`config.mk`:
```
export PLATFORM = sky130hd
export DESIGN_NAME = i2c_request_arbiter
export DESIGN_NICKNAME = d
export VERILOG_FILES = /design/src/rtl/i2c_request_arbiter.sv
export SDC_FILE = /design/constraint.sdc
export NUM_CORES = 1
export LEC_CHECK = 0
export ABC_AREA = 0
export CAP_MARGIN = 20
export CORE_AREA = 5 5 127 129
export CTS_CLUSTER_DIAMETER = 40
export CTS_CLUSTER_SIZE = 14
export DETAILED_ROUTE_END_ITERATION = 10
export DIE_AREA = 0 0 132 134
export PLACE_DENSITY = 0.74
export REMOVE_ABC_BUFFERS = 1
export SYNTH_ARGS = -nofsm -noshare
export SYNTH_HDL_FRONTEND = slang
export SYNTH_SLANG_ARGS = --single-unit
```
`constraint.sdc`:
```
create_clock -name axi_clk -period 3 [get_ports axi_clk]
set_input_delay 0.6 -clock axi_clk [delete_from_list [all_inputs] [get_ports axi_clk]]
set_output_delay 0.6 -clock axi_clk [all_outputs]
set_load 0.005 [all_outputs]
```
`src/rtl/i2c_request_arbiter.sv`:
```
// Round-robin arbiter letting NUM_REQ requesters share one write-only I2C master.
// Define I2C_ARB_TIMEOUT_EN to add a watchdog of TIMEOUT_CYCLES axi_clk cycles on the master handshake.
module i2c_request_arbiter #(
  parameter int unsigned NUM_REQ        = 4,
  parameter int unsigned TIMEOUT_CYCLES = 200000
) (
  input  logic                  axi_clk,
  input  logic                  axi_resetn,
  input  logic [NUM_REQ-1:0]    req,
  input  logic [7*NUM_REQ-1:0]  req_addr,
  input  logic [8*NUM_REQ-1:0]  req_reg,
  input  logic [32*NUM_REQ-1:0] req_data,
  input  logic [3*NUM_REQ-1:0]  req_byte_count,
  input  logic [NUM_REQ-1:0]    req_use_register,
  output logic [NUM_REQ-1:0]    gnt,
  output logic [NUM_REQ-1:0]    done,
  output logic [NUM_REQ-1:0]    error,
  output logic [31:0]           m_address_reg,
  output logic [31:0]           m_register_reg,
  output logic [31:0]           m_data_from_fifo,
  output logic [8:0]            m_control,
  input  logic                  m_clear_start_request,
  input  logic                  m_read_request,
  input  logic                  m_busy,
  input  logic                  m_ack_error
);

  localparam int unsigned IDX_W = $clog2(NUM_REQ);

  if (NUM_REQ < 2 || NUM_REQ > 8 || TIMEOUT_CYCLES == 0) begin : g_bad_cfg
    $error("i2c_request_arbiter: unsupported NUM_REQ or TIMEOUT_CYCLES");
  end

  typedef enum logic [2:0] {
    IDLE,
    LOAD,
    START_REQ,
    WAIT_BUSY,
    RUN,
    COMPLETE
  } state_t;

  state_t           state;
  state_t           state_next;

  logic [IDX_W-1:0] last_idx;
  logic [IDX_W-1:0] winner;
  logic [IDX_W-1:0] pick_idx;
  logic             pick_valid;
  int unsigned      cand;

  logic [6:0]       addr_q;
  logic [7:0]       reg_q;
  logic [31:0]      data_q;
  logic [2:0]       count_q;
  logic [3:0]       cnt_m1_q;
  logic             use_reg_q;
  logic             first_read_q;
  logic             ack_err_q;

  logic [2:0]       pick_count;
  logic             count_bad;
  logic             start;
  logic             timeout;

  // Search starts one position above the last grant and wraps once around.
  always_comb begin
    pick_valid = 1'b0;
    pick_idx   = '0;
    cand       = 0;
    for (int unsigned i = 1; i <= NUM_REQ; i++) begin
      cand = 32'(last_idx) + i;
      if (cand >= NUM_REQ) cand = cand - NUM_REQ;
      if (!pick_valid && req[IDX_W'(cand)]) begin
        pick_valid = 1'b1;
        pick_idx   = IDX_W'(cand);
      end
    end
  end

  assign pick_count = req_byte_count[3*pick_idx +: 3];
  assign count_bad  = (count_q == 3'd0) || (count_q > 3'd4);

`ifdef I2C_ARB_TIMEOUT_EN
  localparam int unsigned CNT_W = $clog2(TIMEOUT_CYCLES + 1);

  logic [CNT_W-1:0] tmo_cnt;
  logic             tmo_active;

  assign tmo_active = (state == START_REQ) || (state == WAIT_BUSY) || (state == RUN);
  assign timeout    = tmo_active && (tmo_cnt == CNT_W'(TIMEOUT_CYCLES - 1));

  // Restarts on every state change so each handshake phase gets the full budget.
  always_ff @(posedge axi_clk or negedge axi_resetn) begin
    if (!axi_resetn) begin
      tmo_cnt <= '0;
    end else if (!tmo_active || (state_next != state)) begin
      tmo_cnt <= '0;
    end else begin
      tmo_cnt <= tmo_cnt + CNT_W'(1);
    end
  end
`else
  assign timeout = 1'b0;
`endif

  always_ff @(posedge axi_clk or negedge axi_resetn) begin
    if (!axi_resetn) begin
      state <= IDLE;
    end else begin
      state <= state_next;
    end
  end

  always_comb begin
    state_next = state;
    unique case (state)
      IDLE:      if (pick_valid) state_next = LOAD;
      LOAD:      state_next = count_bad ? IDLE : START_REQ;
      START_REQ: begin
        if (timeout)                    state_next = IDLE;
        else if (m_clear_start_request) state_next = WAIT_BUSY;
      end
      WAIT_BUSY: begin
        if (timeout)     state_next = IDLE;
        else if (m_busy) state_next = RUN;
      end
      RUN: begin
        if (timeout)                     state_next = IDLE;
        else if (!m_busy || m_ack_error) state_next = COMPLETE;
      end
      COMPLETE:  state_next = IDLE;
      default:   state_next = IDLE;
    endcase
  end

  always_comb begin
    gnt   = '0;
    done  = '0;
    error = '0;
    start = 1'b0;
    if (state != IDLE) gnt[winner] = 1'b1;
    unique case (state)
      LOAD:      if (count_bad) error[winner] = 1'b1;
      START_REQ: start = !m_clear_start_request && !timeout;
      COMPLETE: begin
        if (ack_err_q || m_ack_error) error[winner] = 1'b1;
        else                          done[winner]  = 1'b1;
      end
      default: ;
    endcase
    if (timeout) error[winner] = 1'b1;
  end

  // Operands are captured when the winner is chosen so buses never follow live req inputs.
  always_ff @(posedge axi_clk or negedge axi_resetn) begin
    if (!axi_resetn) begin
      last_idx     <= IDX_W'(NUM_REQ - 1);
      winner       <= '0;
      addr_q       <= '0;
      reg_q        <= '0;
      data_q       <= '0;
      count_q      <= '0;
      cnt_m1_q     <= '0;
      use_reg_q    <= 1'b0;
      first_read_q <= 1'b0;
      ack_err_q    <= 1'b0;
    end else begin
      if (state == IDLE && pick_valid) begin
        winner       <= pick_idx;
        last_idx     <= pick_idx;
        addr_q       <= req_addr[7*pick_idx +: 7];
        reg_q        <= req_reg[8*pick_idx +: 8];
        data_q       <= req_data[32*pick_idx +: 32];
        count_q      <= pick_count;
        cnt_m1_q     <= {1'b0, pick_count} - 4'd1;
        use_reg_q    <= req_use_register[pick_idx];
        first_read_q <= 1'b0;
        ack_err_q    <= 1'b0;
      end
      // Byte 0 is already presented, so only the second and later requests advance.
      if (state == RUN && m_read_request) begin
        if (first_read_q) data_q <= data_q >> 8;
        first_read_q <= 1'b1;
      end
      if ((state == WAIT_BUSY || state == RUN) && m_ack_error) begin
        ack_err_q <= 1'b1;
      end
    end
  end

  assign m_address_reg    = {25'd0, addr_q};
  assign m_register_reg   = {24'd0, reg_q};
  assign m_data_from_fifo = data_q;
  assign m_control        = {1'b0, start, 1'b0, use_reg_q, cnt_m1_q, 1'b0};

endmodule

```
==> metrics <==
max_slew headroom=42.9%; overall die width=132 um; largest net degree at the start of global routing=65; top cells by area, synth=dfrtp_1 (34%), nand2_1 (15%), mux4_2 (12%), buf_4 (8.9%), a21oi_1 (7.1%); I/O Buffers=278; # IOs=331; Tot Pwr=0.00650 W; number of global-route vias before repair=5094; drt first pass iters=5; Worst path max stage delay=540 ps; via count=4996; Pleak=3.32 nW; top cell family by delay on the critical path=buffers and inverters; Slew Viols, Final=0; WP buf/inv=2; HPWL Detailed=13300 um; slowest CP cell=clkdlybuf4s50_1; row cnt=45; Layout fillers=1438; Max-Cap Viols=0; worst path required time=2400 ps; period utilisation layout=91.9%; Seq. cell area=1600 um^2; Initial DRC Count=144; crit path max fanout=4; Pwr per Cell Area=838 nW/um^2; Synth Flop Type=dfrtp_1; Setup Fix Bufs, Post-CTS=0; CORE AREA=14900 um^2; final WL=16900 um; most numerous cell in the Yosys netlist=nand2_1; mean routed wirelength per cell=16.0 um; DRC=0; GR Overflow Total=0; antenna violations before repair=0; CP Cell Sequence=clkdlybuf4s50_1 -> nor2_1 -> mux2i_1 -> nand2_1 -> nor3_1 -> clkdlybuf4s50_1; status=completed; Async SR Flop Fraction=100%; crit start category=input port; area occupied by multi-input gates=2640 um^2; layout cell share with drive strength beyond 1=7.61%; most frequent CP cell=clkdlybuf4s50_1; Post-Route Setup TNS=0 ps; #FFs+latches synth=64; sequential-to-total area share from yosys stat=34.6%; Num CTS Buffers=9; Total GRT Usage=18.4%; # setup viols final=0; Distinct cells, synth=35; synthesized cell area=4630 um^2; most frequent cells after synthesis=nand2_1 (185), a21oi_1 (66), dfrtp_1 (62); Crit Path Class=input port to output port; Critical Path AT=2160 ps; vias per cell=4.74; RSZ-0062 raised after global routing=no; Peak Freq=0.363 GHz; clk root buf=clkbuf_16; number of enable flip-flop cells after synthesis=0; dpl ws=60.2 ps; cts hold-fix bufs=0; CTS sink cnt=64; cell count after synthesis=600; first-pass GRT wire length=26200 um; CTS tree=built; chip height=134 um; Hold WC Path Type=input port to asynchronous set/reset pin; Fin. Hold Viols=0; Ant. Diodes=0; Slew @ Worst Pin=857 ps; critical path endpoint category=output port; ANT nets after route=0; VDD IR max=0.455 mV; die area=17700 um^2; Synth area leader=dfrtp_1; fin nets=1076; clk slew on worst S/H paths=50 ps; Hold Slack=386 ps; Post-Route Utilization=52.0%; Placer Congestion=0.835; PostCTS Resize Cnt=0; Synth Warn #=0; Synth top area share=33.5%; H-tree depth=3; Skew-Pair Late Insertion Delay=330 ps; Worst Slack Setup Final=244 ps; Max Root-Sink Buffers=2; synthesized area per cell=7.72 um^2; starting density of the core=31.0%; skew final=7.10 ps; Synth-to-Final Area Change=67.6%; Tmin final=2760 ps
-- area by class of cell --
class                      count  share of cell area [%]
sequential                    64                    20.7
clock inverter                 3                   0.839
multi-input combinational    488                    34.0
timing repair buffer         296                    38.1
inverter                       3                   0.145
tap                          188                    3.03
clock buffer                  13                    3.23
-- through the flow --
step,std cells,instance area [um^2]
detailed placement,1039,7440
floorplan,555,4230
finish,1055,7760
global placement,1039,7440
CTS,1055,7760
global route,1055,7760
-- kinds of logic (layout without fill, tap and decap cells) --
family / after synthesis / after routing / share of synthesized area, %
simple gates: 290 / 290 / 25.8
compound gates: 116 / 116 / 13.2
buf+inv: 99 / 315 / 13.1
flops: 64 / 64 / 34.6
mux: 28 / 28 / 12.8
xor+xnor: 2 / 2 / 0.378
other cells: 1 / 52 / 0.0810
-- routing by layer --
metal  share of wire (%)  up-vias  wire length [um]  GRT usage, %
met5                   0        -                 0             0
met4                 2.3        0               380          6.80
met3                 9.6       27              1610          6.45
met2                  51      216              8560          32.8
met1                  37     2307              6310          20.2
li1                    -     2446                 -             -
-- state kept, by name (all words and copies together), names as in the netlist --
register / cells
m_data_from_fifo: 32
use_reg_q: 1
reg_q: 8
first_read_q: 1
addr_q: 7
winner: 2
cnt_m1_q: 4
count_q: 3
last_idx: 2
state: 3
ack_err_q: 1
-- path summary, 6_finish.rpt --
kind	slack [ps]	from	cells past startpoint	end
min in group axi_clk	470	cnt_m1_q[3]$_DFFE_PN0N_	2	cnt_m1_q[3]$_DFFE_PN0N_
worst min register to register	470	cnt_m1_q[3]$_DFFE_PN0N_	2	cnt_m1_q[3]$_DFFE_PN0N_
max in group asynchronous	2050	axi_resetn	1	reg_q[5]$_DFFE_PN0N_
worst max-delay path	240	m_ack_error	6	error[0]
worst max register to register	550	last_idx[1]$_DFFE_PN1N_	6	cnt_m1_q[2]$_DFFE_PN0N_
worst min-delay path	390	axi_resetn	1	state[2]$_DFFE_PN0P_
-- placed cells by master, fill, tap and decap left out, types with 5 or more instances in the layout --
cell / instances
mux4_2: 25
nand3_1: 42
conb_1: 52
clkdlybuf4s50_1: 277
dfrtp_1: 62
nand2_1: 184
buf_4: 16
o21ai_0: 40
a21oi_1: 66
nor2_1: 44
clkbuf_16: 9
nor3_1: 5
-- report_power, final --
part           internal [W]  switching [W]
registers           0.00132       0.000338
clock network      0.000749       0.000375
logic               0.00193        0.00179
No activity file was read; power rests on OpenSTA's default activity.
